--- src/rtl/imem_pkg.sv ---
// imem_pkg: shared types, default widths and the address legality helper
package imem_pkg;

    localparam int DATA_W      = 32;
    localparam int ADDR_W      = 32;
    localparam int DEPTH_WORDS = 256;

    typedef enum logic {OWN_F, OWN_L} owner_e;
    typedef enum logic {ARB, LOCKED} state_e;

    // Word aligned and inside the memory; checked before any access is issued
    function automatic logic addr_legal(input logic [ADDR_W-1:0] addr, input int unsigned depth);
        return (addr[1:0] == 2'b00) && ((addr >> 2) < ADDR_W'(depth));
    endfunction

endpackage

--- src/rtl/imem_arbiter_if.sv ---
// imem_arbiter_if: fetch port, loader port and memory macro signals of the arbiter
interface imem_arbiter_if #(
    parameter int DATA_W = 32,
    parameter int ADDR_W = 32,
    parameter int MEM_AW = 8
);

    logic              f_req;
    logic [ADDR_W-1:0] f_addr;
    logic              f_gnt;
    logic              f_rvalid;
    logic [DATA_W-1:0] f_rdata;
    logic              f_err;

    logic              l_req;
    logic              l_we;
    logic [ADDR_W-1:0] l_addr;
    logic [DATA_W-1:0] l_wdata;
    logic              l_lock;
    logic              l_gnt;
    logic              l_rvalid;
    logic [DATA_W-1:0] l_rdata;
    logic              l_err;

    logic              locked;

    logic              mem_en;
    logic              mem_we;
    logic [MEM_AW-1:0] mem_addr;
    logic [DATA_W-1:0] mem_wdata;
    logic [DATA_W-1:0] mem_rdata;

    modport slave (
        input  f_req, f_addr, l_req, l_we, l_addr, l_wdata, l_lock, mem_rdata,
        output f_gnt, f_rvalid, f_rdata, f_err,
        output l_gnt, l_rvalid, l_rdata, l_err, locked,
        output mem_en, mem_we, mem_addr, mem_wdata
    );

    modport master (
        output f_req, f_addr, l_req, l_we, l_addr, l_wdata, l_lock, mem_rdata,
        input  f_gnt, f_rvalid, f_rdata, f_err,
        input  l_gnt, l_rvalid, l_rdata, l_err, locked,
        input  mem_en, mem_we, mem_addr, mem_wdata
    );

endinterface

--- src/rtl/imem_rsp_tracker.sv ---
// imem_rsp_tracker: remembers who was granted last cycle and steers the memory data back to that port
module imem_rsp_tracker #(
    parameter int DATA_W = 32
) (
    input  logic              clk,
    input  logic              rst_n,
    input  logic              i_f_gnt,
    input  logic              i_l_gnt,
    input  logic              i_legal,
    input  logic              i_we,
    input  logic [DATA_W-1:0] i_mem_rdata,
    output logic              o_f_rvalid,
    output logic              o_f_err,
    output logic [DATA_W-1:0] o_f_rdata,
    output logic              o_l_rvalid,
    output logic              o_l_err,
    output logic [DATA_W-1:0] o_l_rdata
);

    import imem_pkg::*;

    owner_e r_rsp_owner;
    logic   r_rsp_err;
    logic   r_rsp_pend;
    logic   r_rsp_rd;

    logic              w_f_own;
    logic              w_l_own;
    logic [DATA_W-1:0] w_data;

    // Capture the accepted request; a pending response lives for exactly one cycle
    always_ff @(posedge clk or negedge rst_n) begin
        if (!rst_n) begin
            r_rsp_owner <= OWN_F;
            r_rsp_err   <= 1'b0;
            r_rsp_pend  <= 1'b0;
            r_rsp_rd    <= 1'b0;
        end else begin
            r_rsp_owner <= i_l_gnt ? OWN_L : (i_f_gnt ? OWN_F : r_rsp_owner);
            r_rsp_err   <= (i_f_gnt | i_l_gnt) & ~i_legal;
            r_rsp_pend  <= i_f_gnt | i_l_gnt;
            r_rsp_rd    <= (i_f_gnt | i_l_gnt) & i_legal & ~(i_l_gnt & i_we);
        end
    end

    // Only a legal read returns memory data; writes and errors return zero
    always_comb begin
        w_f_own    = r_rsp_pend & (r_rsp_owner == OWN_F);
        w_l_own    = r_rsp_pend & (r_rsp_owner == OWN_L);
        w_data     = r_rsp_rd ? i_mem_rdata : '0;
        o_f_rvalid = w_f_own;
        o_f_err    = w_f_own & r_rsp_err;
        o_f_rdata  = w_f_own ? w_data : '0;
        o_l_rvalid = w_l_own;
        o_l_err    = w_l_own & r_rsp_err;
        o_l_rdata  = w_l_own ? w_data : '0;
    end

endmodule

--- src/rtl/imem_arbiter.sv ---
// imem_arbiter: shares one synchronous instruction memory between CPU fetch (F) and a loader (L)
module imem_arbiter #(
    parameter int DATA_W      = 32,
    parameter int ADDR_W      = 32,
    parameter int DEPTH_WORDS = 256,
    parameter int MAX_WAIT    = 4,
    localparam int MEM_AW     = $clog2(DEPTH_WORDS)
) (
    input  logic          clk,
    input  logic          rst_n,
    imem_arbiter_if.slave bus
);

    import imem_pkg::*;

    localparam int WC_W = $clog2(MAX_WAIT + 1);

    state_e          r_state;
    logic            r_locked;
    logic [WC_W-1:0] r_wait_cnt;

    logic              w_starved;
    logic              w_f_gnt;
    logic              w_l_gnt;
    logic [ADDR_W-1:0] w_addr;
    logic              w_legal;
    logic              w_mem_en;
    logic              w_mem_we;

    // L wins when locked, when F is idle, or once it has been passed over MAX_WAIT times
    always_comb begin
        w_starved = r_wait_cnt == WC_W'(MAX_WAIT);
        w_l_gnt   = rst_n & bus.l_req & ((r_state == LOCKED) | ~bus.f_req | w_starved);
        w_f_gnt   = rst_n & bus.f_req & (r_state == ARB) & ~w_l_gnt;
        w_addr    = w_l_gnt ? bus.l_addr : bus.f_addr;
        w_legal   = addr_legal(w_addr, DEPTH_WORDS);
        w_mem_en  = (w_f_gnt | w_l_gnt) & w_legal;
        w_mem_we  = w_mem_en & w_l_gnt & bus.l_we;
    end

    assign bus.f_gnt     = w_f_gnt;
    assign bus.l_gnt     = w_l_gnt;
    assign bus.locked    = r_locked;
    assign bus.mem_en    = w_mem_en;
    assign bus.mem_we    = w_mem_we;
    assign bus.mem_addr  = w_mem_en ? w_addr[MEM_AW+1:2] : '0;
    assign bus.mem_wdata = w_mem_we ? bus.l_wdata : '0;

    // Lock state follows l_lock one cycle later; wait_cnt counts how long L has been passed over
    always_ff @(posedge clk or negedge rst_n) begin
        if (!rst_n) begin
            r_state    <= ARB;
            r_locked   <= 1'b0;
            r_wait_cnt <= '0;
        end else begin
            r_state  <= bus.l_lock ? LOCKED : ARB;
            r_locked <= bus.l_lock;
            if (w_l_gnt || (r_state == ARB && bus.l_lock))
                r_wait_cnt <= '0;
            else if (bus.l_req && !w_starved)
                r_wait_cnt <= r_wait_cnt + 1'b1;
        end
    end

    imem_rsp_tracker #(
        .DATA_W (DATA_W)
    ) u_rsp (
        .clk         (clk),
        .rst_n       (rst_n),
        .i_f_gnt     (w_f_gnt),
        .i_l_gnt     (w_l_gnt),
        .i_legal     (w_legal),
        .i_we        (bus.l_we),
        .i_mem_rdata (bus.mem_rdata),
        .o_f_rvalid  (bus.f_rvalid),
        .o_f_err     (bus.f_err),
        .o_f_rdata   (bus.f_rdata),
        .o_l_rvalid  (bus.l_rvalid),
        .o_l_err     (bus.l_err),
        .o_l_rdata   (bus.l_rdata)
    );

endmodule

--- src/flat_wrapper.sv ---
// flat-port wrapper written by rule: the top's interface ports become plain ports
module imem_arbiter_flat import imem_pkg::*;
#(
    parameter int DATA_W      = 32,
    parameter int ADDR_W      = 32,
    parameter int DEPTH_WORDS = 256,
    parameter int MAX_WAIT    = 4,
    localparam int MEM_AW     = $clog2(DEPTH_WORDS)
)
  (clk, rst_n, bus_f_req, bus_f_addr, bus_l_req, bus_l_we, bus_l_addr, bus_l_wdata, bus_l_lock, bus_mem_rdata, bus_f_gnt, bus_f_rvalid, bus_f_rdata, bus_f_err, bus_l_gnt, bus_l_rvalid, bus_l_rdata, bus_l_err, bus_locked, bus_mem_en, bus_mem_we, bus_mem_addr, bus_mem_wdata);
  imem_arbiter_if #(.DATA_W(DATA_W), .ADDR_W(ADDR_W), .MEM_AW(8)) bus_i ();
  input  logic clk;
  input  logic rst_n;
  input wire logic [$bits(bus_i.f_req)-1:0] bus_f_req;
  input wire logic [$bits(bus_i.f_addr)-1:0] bus_f_addr;
  input wire logic [$bits(bus_i.l_req)-1:0] bus_l_req;
  input wire logic [$bits(bus_i.l_we)-1:0] bus_l_we;
  input wire logic [$bits(bus_i.l_addr)-1:0] bus_l_addr;
  input wire logic [$bits(bus_i.l_wdata)-1:0] bus_l_wdata;
  input wire logic [$bits(bus_i.l_lock)-1:0] bus_l_lock;
  input wire logic [$bits(bus_i.mem_rdata)-1:0] bus_mem_rdata;
  output wire logic [$bits(bus_i.f_gnt)-1:0] bus_f_gnt;
  output wire logic [$bits(bus_i.f_rvalid)-1:0] bus_f_rvalid;
  output wire logic [$bits(bus_i.f_rdata)-1:0] bus_f_rdata;
  output wire logic [$bits(bus_i.f_err)-1:0] bus_f_err;
  output wire logic [$bits(bus_i.l_gnt)-1:0] bus_l_gnt;
  output wire logic [$bits(bus_i.l_rvalid)-1:0] bus_l_rvalid;
  output wire logic [$bits(bus_i.l_rdata)-1:0] bus_l_rdata;
  output wire logic [$bits(bus_i.l_err)-1:0] bus_l_err;
  output wire logic [$bits(bus_i.locked)-1:0] bus_locked;
  output wire logic [$bits(bus_i.mem_en)-1:0] bus_mem_en;
  output wire logic [$bits(bus_i.mem_we)-1:0] bus_mem_we;
  output wire logic [$bits(bus_i.mem_addr)-1:0] bus_mem_addr;
  output wire logic [$bits(bus_i.mem_wdata)-1:0] bus_mem_wdata;
  assign bus_i.f_req = bus_f_req;
  assign bus_i.f_addr = bus_f_addr;
  assign bus_i.l_req = bus_l_req;
  assign bus_i.l_we = bus_l_we;
  assign bus_i.l_addr = bus_l_addr;
  assign bus_i.l_wdata = bus_l_wdata;
  assign bus_i.l_lock = bus_l_lock;
  assign bus_i.mem_rdata = bus_mem_rdata;
  assign bus_f_gnt = bus_i.f_gnt;
  assign bus_f_rvalid = bus_i.f_rvalid;
  assign bus_f_rdata = bus_i.f_rdata;
  assign bus_f_err = bus_i.f_err;
  assign bus_l_gnt = bus_i.l_gnt;
  assign bus_l_rvalid = bus_i.l_rvalid;
  assign bus_l_rdata = bus_i.l_rdata;
  assign bus_l_err = bus_i.l_err;
  assign bus_locked = bus_i.locked;
  assign bus_mem_en = bus_i.mem_en;
  assign bus_mem_we = bus_i.mem_we;
  assign bus_mem_addr = bus_i.mem_addr;
  assign bus_mem_wdata = bus_i.mem_wdata;
  imem_arbiter #(.DATA_W(DATA_W), .ADDR_W(ADDR_W), .DEPTH_WORDS(DEPTH_WORDS), .MAX_WAIT(MAX_WAIT)) u_core (.clk(clk), .rst_n(rst_n), .bus(bus_i));
endmodule
--- config.mk ---
export PLATFORM = sky130hd
export DESIGN_NAME = imem_arbiter_flat
export DESIGN_NICKNAME = d
export VERILOG_FILES = /design/src/rtl/imem_pkg.sv /design/src/rtl/imem_arbiter_if.sv /design/src/rtl/imem_rsp_tracker.sv /design/src/rtl/imem_arbiter.sv /design/src/flat_wrapper.sv
export SDC_FILE = /design/constraint.sdc
export NUM_CORES = 1
export LEC_CHECK = 0
export ABC_CLOCK_PERIOD_IN_PS = 2800
export CAP_MARGIN = 0
export CORE_AREA = 2 2 97 99
export DETAILED_ROUTE_END_ITERATION = 7
export DIE_AREA = 0 0 99 101
export DONT_BUFFER_PORTS = 1
export GPL_ROUTABILITY_DRIVEN = 0
export PLACE_DENSITY = 0.3
export SKIP_LAST_GASP = 1
export SYNTH_ARGS = -nofsm -noshare
export SYNTH_HDL_FRONTEND = slang
export SYNTH_HIERARCHICAL = 1
export SYNTH_SLANG_ARGS = --single-unit
--- constraint.sdc ---
create_clock -name clk -period 2.8 [get_ports clk]
set_input_delay 0.42 -clock clk [delete_from_list [all_inputs] [get_ports clk]]
set_output_delay 0.42 -clock clk [all_outputs]
set_load 0.02 [all_outputs]
# ---- Word-level counts from Yosys, hierarchy flattened
# Index checks and enable logic that the tools add are counted.
dict set report op_classes {
  addsub 1
  n_reduce_logical 8
  magnitude_cmp 1
  mux 11
  n_eq_ne 1
  n_bitwise 24
}
# cell n
set ops {}
lappend ops {{two-way mux 32 bit} 5}
lappend ops {{less-than comparator 30 x 9 -> 1 bit (second input constant)} 1}
lappend ops {{AND 1 bit} 15}
lappend ops {{two-way mux 8 bit} 1}
lappend ops {{two-way mux 3 bit} 2}
lappend ops {{NOT 1 bit} 6}
lappend ops {{nonzero test 2 bit} 2}
lappend ops {{adder 3 x 1 -> 3 bit (second input constant)} 1}
lappend ops {{== test 3 bit (second input constant)} 1}
lappend ops {{logical AND 1 bit} 3}
lappend ops {{two-way mux 1 bit} 3}
lappend ops {{bitwise OR 1 bit} 3}
lappend ops {{logical NOT 2 bit} 1}
lappend ops {{logical NOT 1 bit} 1}
lappend ops {{logical OR 1 bit} 1}
dict set report totals {
  word_cells 53
  regBits 9
}

# ---- Depth between registers and ports, before layout
# Gate-level depths: netlist (run 1).
dict set report depth {
  depth_word 11
  mapped_depth 8
  mapped_depth_nobuf 7
}

# ---- Modules after synthesis
# Netlist (run 1), hierarchy kept.
# mod area_each_um2 n_inst seq_area_each_um2 cells_per_inst
set by_module_without_submodules {}
lappend by_module_without_submodules {imem_rsp_tracker 764.5 1 100.1 123}
lappend by_module_without_submodules {imem_arbiter 763.2 1 100.1 101}

# ---- Least setup slack after synthesis (run 1)
# No wires, ideal clock.
dict set report synth_timing {
  path_type {reg2out}
  from {register u_core.r_wait_cnt[0]}
  to {output port bus_mem_addr[0]}
  slack_ns 0.366
  t_arrival_ns 2.014
  stages_incl_launch_ff 7
  n_path_buf 0
  cell_sequence {dfrtp_1 inv_1 ha_1 and2_1 o21ai_1 nand4_1 a211oi_1}
}
dict set report synth_via {
  elab_chain_cells 8
  word_cells_on_any_way 12
  cone_classes {1 x order compare; 1 x eq/ne; 2 x mux; 6 x bitwise; 2 x reduce/logical}
}
# item line
set synth_rtl {}
lappend synth_rtl {{start: declaration} imem_arbiter.sv:20} ;# logic [WC_W-1:0] r_wait_cnt;
lappend synth_rtl {{start signal: assignment} imem_arbiter.sv:61} ;# r_wait_cnt <= r_wait_cnt + 1'b1;
lappend synth_rtl {{== test 3 bit (*)} imem_arbiter.sv:32} ;# w_starved = r_wait_cnt == WC_W'(MAX_WAIT);
lappend synth_rtl {{bitwise OR 1 bit (*)} imem_arbiter.sv:33} ;# w_l_gnt = rst_n & bus.l_req & ((r_state == LOCKED) | ~bus.f_req | w_starved);
lappend synth_rtl {{AND 1 bit (*)} imem_arbiter.sv:33}
lappend synth_rtl {{two-way mux 32 bit or NOT 1 bit (tied branches)} {imem_arbiter.sv:35, imem_arbiter.sv:34}}
lappend synth_rtl {{less-than comparator 30 x 9 -> 1 bit, or another cell as far along} imem_pkg.sv:13} ;# return (addr[1:0] == 2'b00) && ((addr >> 2) < ADDR_W'(depth));
lappend synth_rtl {{logical AND 1 bit or bitwise OR 1 bit (tied branches)} {imem_pkg.sv:13, imem_arbiter.sv:37}}
lappend synth_rtl {{AND 1 bit} imem_arbiter.sv:37} ;# w_mem_en = (w_f_gnt | w_l_gnt) & w_legal;
lappend synth_rtl {{two-way mux 8 bit (*)} imem_arbiter.sv:46} ;# assign bus.mem_addr = w_mem_en ? w_addr[MEM_AW+1:2] : '0;
lappend synth_rtl {{end: declaration} flat_wrapper.sv:33} ;# output wire logic [$bits(bus_i.mem_addr)-1:0] bus_mem_addr;
# Mark *: on every way between the ends. The rest lies on a longest branch, timed or not.

# ---- Final worst setup path (run 1)
dict set report layout_timing {
  from {input port bus_l_addr[0]}
  to {output port bus_mem_addr[2]}
}
dict set report layout_via {
  elab_chain_cells 5
}
# item line
set layout_rtl {}
lappend layout_rtl {{start: declaration} flat_wrapper.sv:18} ;# input wire logic [$bits(bus_i.l_addr)-1:0] bus_l_addr;
lappend layout_rtl {{two-way mux 32 bit} imem_arbiter.sv:35} ;# w_addr = w_l_gnt ? bus.l_addr : bus.f_addr;
lappend layout_rtl {{logical NOT 2 bit} imem_pkg.sv:13}
lappend layout_rtl {{logical AND 1 bit} imem_pkg.sv:13}
lappend layout_rtl {{AND 1 bit} imem_arbiter.sv:37}
lappend layout_rtl {{two-way mux 8 bit} imem_arbiter.sv:46}
# Every way passes these cells.

==> results of run 1 <==
-- state kept, by name (all words and copies together) (netlist names) --
| register | cells |
|---|---|
| u_core/bus.locked | 1 |
| u_core/r_wait_cnt | 3 |
| u_core/u_rsp/r_rsp_err | 1 |
| u_core/u_rsp/r_rsp_owner | 1 |
| u_core/u_rsp/r_rsp_pend | 1 |
| u_core/u_rsp/r_rsp_rd | 1 |
-- per-layer routing --
metal  track usage  vias to the layer above  routed length [µm]
met5             0                        -                   0
met4        0.0548                        0                 212
met3        0.0319                        8                 741
met2         0.206                      146                3170
met1        0.0874                      668                1840
li1              -                      734                   -
-- worst max-delay path by stage --
stage / from / end / slack (ns) / cells after the start
2_1_floorplan: u_core/r_wait_cnt[0]$_DFFE_PN0P_ / bus_mem_addr[0] / 0.37 / 6
3_3_place_gp: bus_l_addr[0] / bus_mem_addr[7] / 0.19 / 5
3_5_place_dp: bus_l_addr[0] / bus_mem_addr[6] / 0.17 / 5
4_1_cts: u_core/r_wait_cnt[0]$_DFFE_PN0P_ / bus_mem_addr[7] / 0.16 / 8
5_1_grt: u_core/r_wait_cnt[0]$_DFFE_PN0P_ / bus_mem_addr[1] / 0.1 / 7
6_report: bus_l_addr[0] / bus_mem_addr[2] / 0.23 / 5
-- through the flow --
| stage | std cells | cell area (µm²) | hold WS, ns | util | total power, W |
|---|---|---|---|---|---|
| 2_1_floorplan | 224 | 1530 | 0.124 | - | 0.000243 |
| 3_3_place_gp | 336 | 1650 | 0.125 | 0.184 | 0.000244 |
| 3_5_place_dp | 336 | 1650 | 0.125 | 0.184 | 0.000243 |
| 4_1_cts | 341 | 1710 | 0.212 | 0.191 | 0.000390 |
| 5_1_grt | 341 | 1720 | 0.199 | 0.191 | 0.000417 |
| 6_report | 341 | 1720 | 0.220 | 0.191 | 0.000381 |
-- power groups by stage --
stage	Sequential [W]	Combinational (W)	Clock, W
CTS	0.000139	0.000106	0.000144
detailed placement	0.000141	0.000103	0
floorplan	0.000140	0.000103	0
finish	0.000139	0.000104	0.000137
global placement	0.000141	0.000103	0
global route	0.000141	0.000117	0.000159
-- cell families (layout without fill, tap and decap cells) --
| family | after synthesis | in the layout |
|---|---|---|
| AOI/OAI and AO/OA | 15 | 15 |
| xor gates and xnor gates | 2 | 2 |
| adders and majority gates | 2 | 2 |
| buffers and inverters | 24 | 30 |
| DFF | 8 | 8 |
| muxes | 8 | 8 |
| and+or+nand+nor | 165 | 165 |
-- critical path: stages --
cell and delay [ns]:
nor4_1 0.40, nand4_1 0.25, or3_1 0.60, a211oi_1 0.29, buf_4 0.18
-- cell usage in the layout (no fill, tap or decap), types with 9 or more instances in the layout --
cell and instances:
nor4_1 12, buf_4 17, and2_2 18, and2_1 16
nor2_4 10, nand2_1 36, inv_1 9, nor2_1 41
nor2_2 19
-- repair_timing --
item / CTS / global route
hold endpoints to repair: 8 / 0
buffers inserted: 1 / 0
pin swaps: 1 / 0
setup endpoints to repair: 8 / 2
resized for setup: 0 / 1
hold buffers: 1 / 0
cloned: 0 / 0
-- final cells by class --
cell class,instances,area (µm²),share of cell area
inverter,9,33.8,0.0197
clock buffer,3,41.3,0.0241
tap,111,139,0.0810
multi-input combinational,192,1160,0.678
timing repair buffer,18,138,0.0802
sequential,8,200,0.117
==> results.md, run 1 <==
* Outcome: completed
* Required @ worst endpoint at 2.38 ns
* Final period utilization at 0.917
* DP HPWL at 5290 µm
* DRT antenna net count at 0
* Crit start category: primary input
* Die area at 0.0100 mm²
* Hold path endpoint: u_core/bus.locked$_DFF_PN0_
* Commonest register cell after synthesis: dfrtp_1
* # diodes at 0
* Vias per Instance at 4.56
* EDFF count, synth at 0
* Wire per inst at 17.5 µm
* Clock power frac at 0.360
* Vias at 1,556
* Pleak at 0.614 nW
* Synth top area cells: dfrtp_1, nor2_1, and2_2, nand2_1, nor2_2
* H-tree depth at 1
* Simple-Gate Fraction of Synth Area at 0.608
* Post-synth top area cell: dfrtp_1
* Drt total wl at 5960 µm
* Layout cells sized above 1 at 0.313
* Hold path depth at 0
* Final Hold Viols at 0
* CTS tree: built
* Clk sinks at 8
* Top cell type's share of synthesized area at 0.131
* Synth unique cells at 35
* Synth Cell Area at 0.00153 mm²
* Yosys warning count at 6
* CTS Buf Count at 3
* Nets@finish at 368
* Rel. slew slack at 0.546
* First DRT Iteration DRCs at 30
* Minimum clock period at 2.57 ns
* Post-synthesis average cell area at 6.82 µm²
* Combinational Power Share at 0.274
* Die Wd at 99 µm
* Post-synthesis sequential area ratio at 0.131
* Total negative setup slack at 0 ns
* Die height at 101 µm
* Setup ws final at 0.233 ns
* Number of global-route vias before repair at 1,423
* Largest family of logic cells by synthesized area: simple AND/OR/NAND/NOR gates
* Clock-pin slew on the worst setup and hold paths at 0.04 ns
* Worst-Margin Slew at 0.682 ns
* Unrepaired setup endpoints after global routing: false
* Flop pwr share at 0.366
* Initial antenna violation count at 0
* Clk root buf: clkbuf_8
* Reg2reg setup slack at 0.66 ns
* Mapped Nets at 360
* Grt ovf at 0
* Max FO, Critical Path at 10
* Max IR drop VDD at 86.2 µV
* Critical path data arrival time at 2.15 ns
* First-pass GRT wire length at 7670 µm
* Largest net degree at the start of global routing at 35
* Rows at 35
* P per Cell Area at 222 mW/mm²
* Initial Util at 0.170
* # Max-Cap Violations at 0
* # IOs at 247
* Bufs on Longest Clock Path at 2
* Syn Inst Count at 224
* Top post-synthesis cells by count: nor2_1, nand2_1, nor2_2, and2_2, and2_1
* Sw Pwr at 0.000125 W
* Post-Synth Adder-Cell Area at 0.0164
* Worst Reg-to-Reg Cells at 8
* 1st-pass router iterations at 3
* Worst r2r src: u_core/r_wait_cnt[0]$_DFFE_PN0P_
* Hold crit path type: in2reg
* Pre-CTS WS at 0.166 ns
* IO buf count at 0
* Async S/R FF share, synth at 1.00
* Slew Limit Fails at 0
* Critical path class: in2out
* Switching Share at 0.328
* # setup viols final at 0
* Area grow syn2layout at 12.3%
* Fill cell count at 1,017
* F_max at 389 MHz
* Worst Clk Skew at 0.00430 ns
* GRT Total Usage at 0.102
* Clock latency on the worst-skew pair at 0.23 ns
* Synthesized-area fraction occupied by xor and xnor cells at 0.0115
* Seq cells post-synth at 8
* # DRC at 0
* CP Capture Type: output port
* Int Pwr at 0.000256 W
* Multiplexer area fraction after synthesis at 0.0524
* R2R Path End: u_core/u_rsp/r_rsp_rd$_DFF_PN0_
* Hold path start: bus_l_lock
* Area of the core at 0.00898 mm²
* Synth Area in Compound Gates at 0.0655
* Top-count cell post-synth: nor2_1
(Power assumes the default switching activity.)
==> run 2: changes to the inputs <==
--- a/config.mk
+++ b/config.mk
@@ -5,7 +5,7 @@
 export SDC_FILE = /design/constraint.sdc
 export NUM_CORES = 1
 export LEC_CHECK = 0
-export ABC_CLOCK_PERIOD_IN_PS = 2800
+export ABC_CLOCK_PERIOD_IN_PS = 2450
 export CAP_MARGIN = 0
 export CORE_AREA = 2 2 97 99
 export DETAILED_ROUTE_END_ITERATION = 7
==> constraint.sdc (replaced) <==
create_clock -name clk -period 2.45 [get_ports clk]
set_input_delay 0.3675 -clock clk [delete_from_list [all_inputs] [get_ports clk]]
set_output_delay 0.3675 -clock clk [all_outputs]
set_load 0.02 [all_outputs]
==> run 2 against run 1 <==
Compared with the run above:
- sequential share of layout area fell by 0.37 points
- clock power rose by 15%
- global-route usage fell by 0.30 points
- flip-flop and latch count did not move
- hold slack got worse by 0.053 ns
==> results.md, run 2 (synthesized netlist as in run 1, its figures left out) <==
* Outcome: completed
* Nets@finish at 368
* Max reg flops at 3
* Critical Path Source: u_core/r_wait_cnt[0]$_DFFE_PN0P_
* Flop pwr share at 0.359
* Vias per Instance at 4.67
* # IOs at 247
* First DRT Iteration DRCs at 17
* Number of global-route vias before repair at 1,368
* CTS Buf Count at 3
* Total negative setup slack at 0 ns
* Largest stage delay, worst path at 0.45 ns
* Final Hold Viols at 0
* Grt ovf at 0
* Hold path start: bus_l_lock
* # diodes at 0
* Clock latency on the worst-skew pair at 0.23 ns
* Largest net degree at the start of global routing at 35
* Worst r2r src: u_core/r_wait_cnt[0]$_DFFE_PN0P_
* Clock power frac at 0.355
* Final period utilization at 0.963
* CTS tree: built
* F_max at 424 MHz
* Clock-pin slew on the worst setup and hold paths at 0.04 ns
* Wire per inst at 17.6 µm
* Hold crit path type: in2reg
* Worst Clk Skew at 0.00652 ns
* Unrepaired setup endpoints after global routing: true
* Die Wd at 99 µm
* Largest Register: u_core/r_wait_cnt
* # DRC at 0
* Critical path data arrival time at 1.99 ns
* Slew Limit Fails at 0
* Initial Util at 0.170
* P per Cell Area at 250 mW/mm²
* Most frequent cells in the layout: nor2_1, nand2_1, and2_2
* Combinational Power Share at 0.286
* Critical path class: reg2out
* DP HPWL at 5300 µm
* Area of the core at 0.00898 mm²
* # Max-Cap Violations at 0
* GRT Total Usage at 0.0988
* Initial antenna violation count at 0
* Switching Share at 0.332
* Rows at 35
* Max IR drop VDD at 162 µV
* First-pass GRT wire length at 7490 µm
* Fill cell count at 1,024
* Placement Cell Area at 0.00167 mm²
* Crit start category: flip-flop
* Final Instance Area at 0.00177 mm²
* Commonest non-fill, non-tap cell in the layout: nor2_1
* Minimum clock period at 2.36 ns
* Clk root buf: clkbuf_8
* Rel. slew slack at 0.549
* Area grow syn2layout at 16.0%
* Die area at 0.0100 mm²
* Max FO, Critical Path at 10
* CP Capture Type: output port
* Critical path's slowest cell: or3_4
* # setup viols final at 0
* DRT antenna net count at 0
* Bufs on Longest Clock Path at 2
* Clk sinks at 8
* Vias at 1,592
* IO buf count at 0
* Sw Pwr at 0.000147 W
* Worst-Margin Slew at 0.672 ns
* Die height at 101 µm
* Pleak at 0.628 nW
* Required @ worst endpoint at 2.08 ns
* H-tree depth at 1
* 1st-pass router iterations at 4
* Drt total wl at 6010 µm
* Layout cells sized above 1 at 0.370
* Int Pwr at 0.000296 W
* Reg2reg setup slack at 0.46 ns
* CP cell instances: inv_1, ha_1, and2_1, o21ai_4, or3_4, a211oi_1, buf_4
[run 2: routing by layer]
layer / GRT usage / vias to the layer above / wire (µm)
li1: - / 738 / -
met2: 0.203 / 150 / 3230
met5: 0 / - / 0
met1: 0.0895 / 696 / 1880
met4: 0.0443 / 0 / 204
met3: 0.0243 / 8 / 697
[run 2: through the flow]
| stage | hold slack, ns | utilization | cells | power, W | setup slack, ns |
|---|---|---|---|---|---|
| floorplan | 0.0719 | - | 224 | 0.000277 | 0.0690 |
| global placement | 0.0725 | 0.186 | 336 | 0.000283 | -0.0648 |
| detailed placement | 0.0724 | 0.186 | 336 | 0.000281 | -0.0900 |
| CTS | 0.165 | 0.194 | 341 | 0.000445 | 0.0562 |
| global route | 0.158 | 0.197 | 341 | 0.000469 | -0.0342 |
| finish | 0.167 | 0.197 | 341 | 0.000442 | 0.0913 |
[run 2: power groups by stage]
stage / clock (W) / sequential [W] / combinational (W)
final: 0.000157 / 0.000159 / 0.000127
after global routing: 0.000166 / 0.000161 / 0.000142
after CTS: 0.000160 / 0.000159 / 0.000126
after detailed placement: 0 / 0.000161 / 0.000120
after global placement: 0 / 0.000161 / 0.000122
after floorplan: 0 / 0.000160 / 0.000117
[run 2: critical path, delay by kind of cell (launching register included)]
kind,cells,cell delay [ns]
flops,1,0.40
buf+inv,2,0.25
compound gates,2,0.34
simple gates,2,0.63
fa+ha+maj,1,0.15
[run 2: final cells by class]
type,instances,area [µm²],share of cell area
multi-input combinational,192,1200,0.679
sequential,8,200,0.113
timing repair buffer,18,154,0.0869
tap,111,139,0.0784
clock buffer,3,41.3,0.0233
inverter,9,33.8,0.0191
[run 2: worst paths after layout]
| check | to | depth (start not counted) |
|---|---|---|
| hold / removal | u_core/bus.locked$_DFF_PN0_ | 0 |
| min in group asynchronous | u_core/bus.locked$_DFF_PN0_ | 1 |
| hold reg to reg | u_core/u_rsp/r_rsp_owner$_DFFE_PN0P_ | 1 |
| max in group asynchronous | u_core/u_rsp/r_rsp_rd$_DFF_PN0_ | 1 |
| setup reg to reg | u_core/u_rsp/r_rsp_rd$_DFF_PN0_ | 8 |
| setup / recovery | bus_mem_addr[4] | 7 |
[run 2: repair_timing]
| action | in CTS | in global routing |
|---|---|---|
| hold endpoints to repair | 8 | 0 |
| hold buffers | 1 | 0 |
| gates cloned | 0 | 0 |
| setup buffers | 1 | 0 |
| gates resized for setup | 4 | 12 |
| setup endpoints to repair | 9 | 17 |
| pin swaps | 1 | 0 |
==> run 3: changes to the inputs <==
--- a/config.mk
+++ b/config.mk
@@ -7,12 +7,12 @@
 export LEC_CHECK = 0
 export ABC_CLOCK_PERIOD_IN_PS = 2450
 export CAP_MARGIN = 0
-export CORE_AREA = 2 2 97 99
+export CORE_AREA = 4 4 93 95
 export DETAILED_ROUTE_END_ITERATION = 7
-export DIE_AREA = 0 0 99 101
+export DIE_AREA = 0 0 97 99
 export DONT_BUFFER_PORTS = 1
 export GPL_ROUTABILITY_DRIVEN = 0
-export PLACE_DENSITY = 0.3
+export PLACE_DENSITY = 0.32
 export SKIP_LAST_GASP = 1
 export SYNTH_ARGS = -nofsm -noshare
 export SYNTH_HDL_FRONTEND = slang
==> run 3 against run 2 <==
Compared with the run above:
- non-clock buffer count up 1
- utilization rose by 3.0 points
- routed wire length fell by 0.18%
- sequential power hardly changed
- fmax grew 0.33%
- largest power group unchanged
==> results.md, run 3 (synthesized netlist as in run 1, its figures left out) <==
* Outcome: completed
* Die area at 0.00960 mm²
* Grt ovf at 0
* H-tree depth at 1
* 1st-pass router iterations at 4
* Commonest non-fill, non-tap cell in the layout: nor2_1
* Worst r2r src: u_core/r_wait_cnt[0]$_DFFE_PN0P_
* CTS tree: built
* Hold_ws at 0.171 ns
* Largest stage delay, worst path at 0.36 ns
* Fill cell count at 884
* Nets@finish at 369
* # DRC at 0
* GRT Total Usage at 0.108
* Critical Path Source: u_core/r_wait_cnt[0]$_DFFE_PN0P_
* # IOs at 247
* Wire per inst at 17.9 µm
* Die Wd at 97 µm
* Most frequent CP cell: buf_4
* Rel. slew slack at 0.548
* Count of buffer and inverter cells on the critical path at 3
* Area grow syn2layout at 14.8%
* Hold crit path type: in2reg
* Required @ worst endpoint at 2.08 ns
* DRT antenna net count at 0
* Clock latency on the worst-skew pair at 0.22 ns
* Worst Clk Skew at 0.00165 ns
* CP cell instances: inv_1, ha_1, and2_1, o21ai_4, nand4_1, buf_4, a211oi_1, buf_4
* F_max at 425 MHz
* Total power at 0.000450 W
* Clk sinks at 8
* Die height at 99 µm
* Max FO, Critical Path at 10
* # Max-Cap Violations at 0
* Unrepaired setup endpoints after global routing: true
* DP HPWL at 5170 µm
* First DRT Iteration DRCs at 39
* Levels on crit path at 8
* Critical path class: reg2out
* Worst-Margin Slew at 0.674 ns
* Placement Cell Area at 0.00165 mm²
* Bufs on Longest Clock Path at 2
* Critical path's top delay family: compound AO/OA/AOI/OAI gates
* # setup viols final at 0
* Hold path start: bus_l_lock
* Max reg flops at 3
* Minimum clock period at 2.35 ns
* Final Instance Area at 0.00175 mm²
* Clk root buf: clkbuf_8
* Crit start category: flip-flop
* Initial antenna violation count at 3
* Layout cells sized above 1 at 0.329
* Clock-pin slew on the worst setup and hold paths at 0.04 ns
* Largest net degree at the start of global routing at 35
* Final Hold Viols at 0
* Max IR drop VDD at 103 µV
* Worst Reg-to-Reg Cells at 8
* Drt total wl at 6000 µm
* Pleak at 0.624 nW
* Post-route insts no fill at 336
* P per Cell Area at 257 mW/mm²
* Rows at 32
* Largest Register: u_core/r_wait_cnt
* Placed insts at 326
* CTS Buf Count at 3
* Critical path data arrival time at 1.98 ns
* Vias per Instance at 4.67
* Slew Limit Fails at 0
* Hold path depth at 0
* Most frequent cells in the layout: nor2_1, nand2_1, nor2_2
* Initial Util at 0.198
* First-pass GRT wire length at 8360 µm
* Number of global-route vias before repair at 1,515
* CP Capture Type: output port
* Area of the core at 0.00773 mm²
* Critical path's slowest cell: dfrtp_1
* IO buf count at 0
* Vias at 1,568
* Final period utilization at 0.960
[run 3: metrics by stage]
| stage | setup TNS [ns] | util | setup slack (ns) |
|---|---|---|---|
| after floorplan | 0 | - | 0.0690 |
| after global placement | -0.364 | 0.213 | -0.0494 |
| after detailed placement | -0.980 | 0.213 | -0.144 |
| after CTS | 0 | 0.223 | 0.0504 |
| after global routing | -0.130 | 0.227 | -0.0351 |
| final | 0 | 0.227 | 0.0991 |
[run 3: per-layer routing]
layer,global-route usage,share of wire,vias up
li1,-,-,740
met1,0.115,0.33,678
met2,0.209,0.53,146
met3,0.0304,0.12,4
met4,0.0227,0.0067,0
met5,0,0,-
[run 3: layout make-up]
| type | count | area [µm²] | share of cell area |
|---|---|---|---|
| clock buffer | 3 | 41.3 | 0.0235 |
| multi-input combinational | 192 | 1190 | 0.676 |
| timing repair buffer | 19 | 158 | 0.0899 |
| tap | 102 | 128 | 0.0728 |
| antenna | 3 | 7.51 | 0.00428 |
| sequential | 8 | 200 | 0.114 |
| inverter | 9 | 33.8 | 0.0193 |
[run 3: what timing repair did]
action / 4_1_cts / 5_1_grt
gates resized for setup: 3 / 2
hold endpoints to repair: 8 / 0
buffers inserted: 1 / 2
setup endpoints to repair: 9 / 8
cloned: 0 / 0
hold buffers: 1 / 0
pin swaps: 1 / 1
[run 3: path summary, 6_finish.rpt]
check / endpoint / slack (ns)
max: bus_mem_addr[2] / 0.1
min: u_core/bus.locked$_DFF_PN0_ / 0.17
min in group asynchronous: u_core/r_wait_cnt[0]$_DFFE_PN0P_ / 0.52
max in group asynchronous: u_core/u_rsp/r_rsp_pend$_DFF_PN0_ / 1.64
min reg2reg: u_core/u_rsp/r_rsp_owner$_DFFE_PN0P_ / 0.53
max reg2reg: u_core/u_rsp/r_rsp_rd$_DFF_PN0_ / 0.46
[run 3: where the power goes]
part	leakage (nW)	internal [W]	switching (W)	total (W)
logic	0.501	0.0000485	0.0000884	0.000137
clock network	0.0216	0.000106	0.0000491	0.000155
registers	0.102	0.000147	0.0000104	0.000158
total	0.624	0.000302	0.000148	0.000450
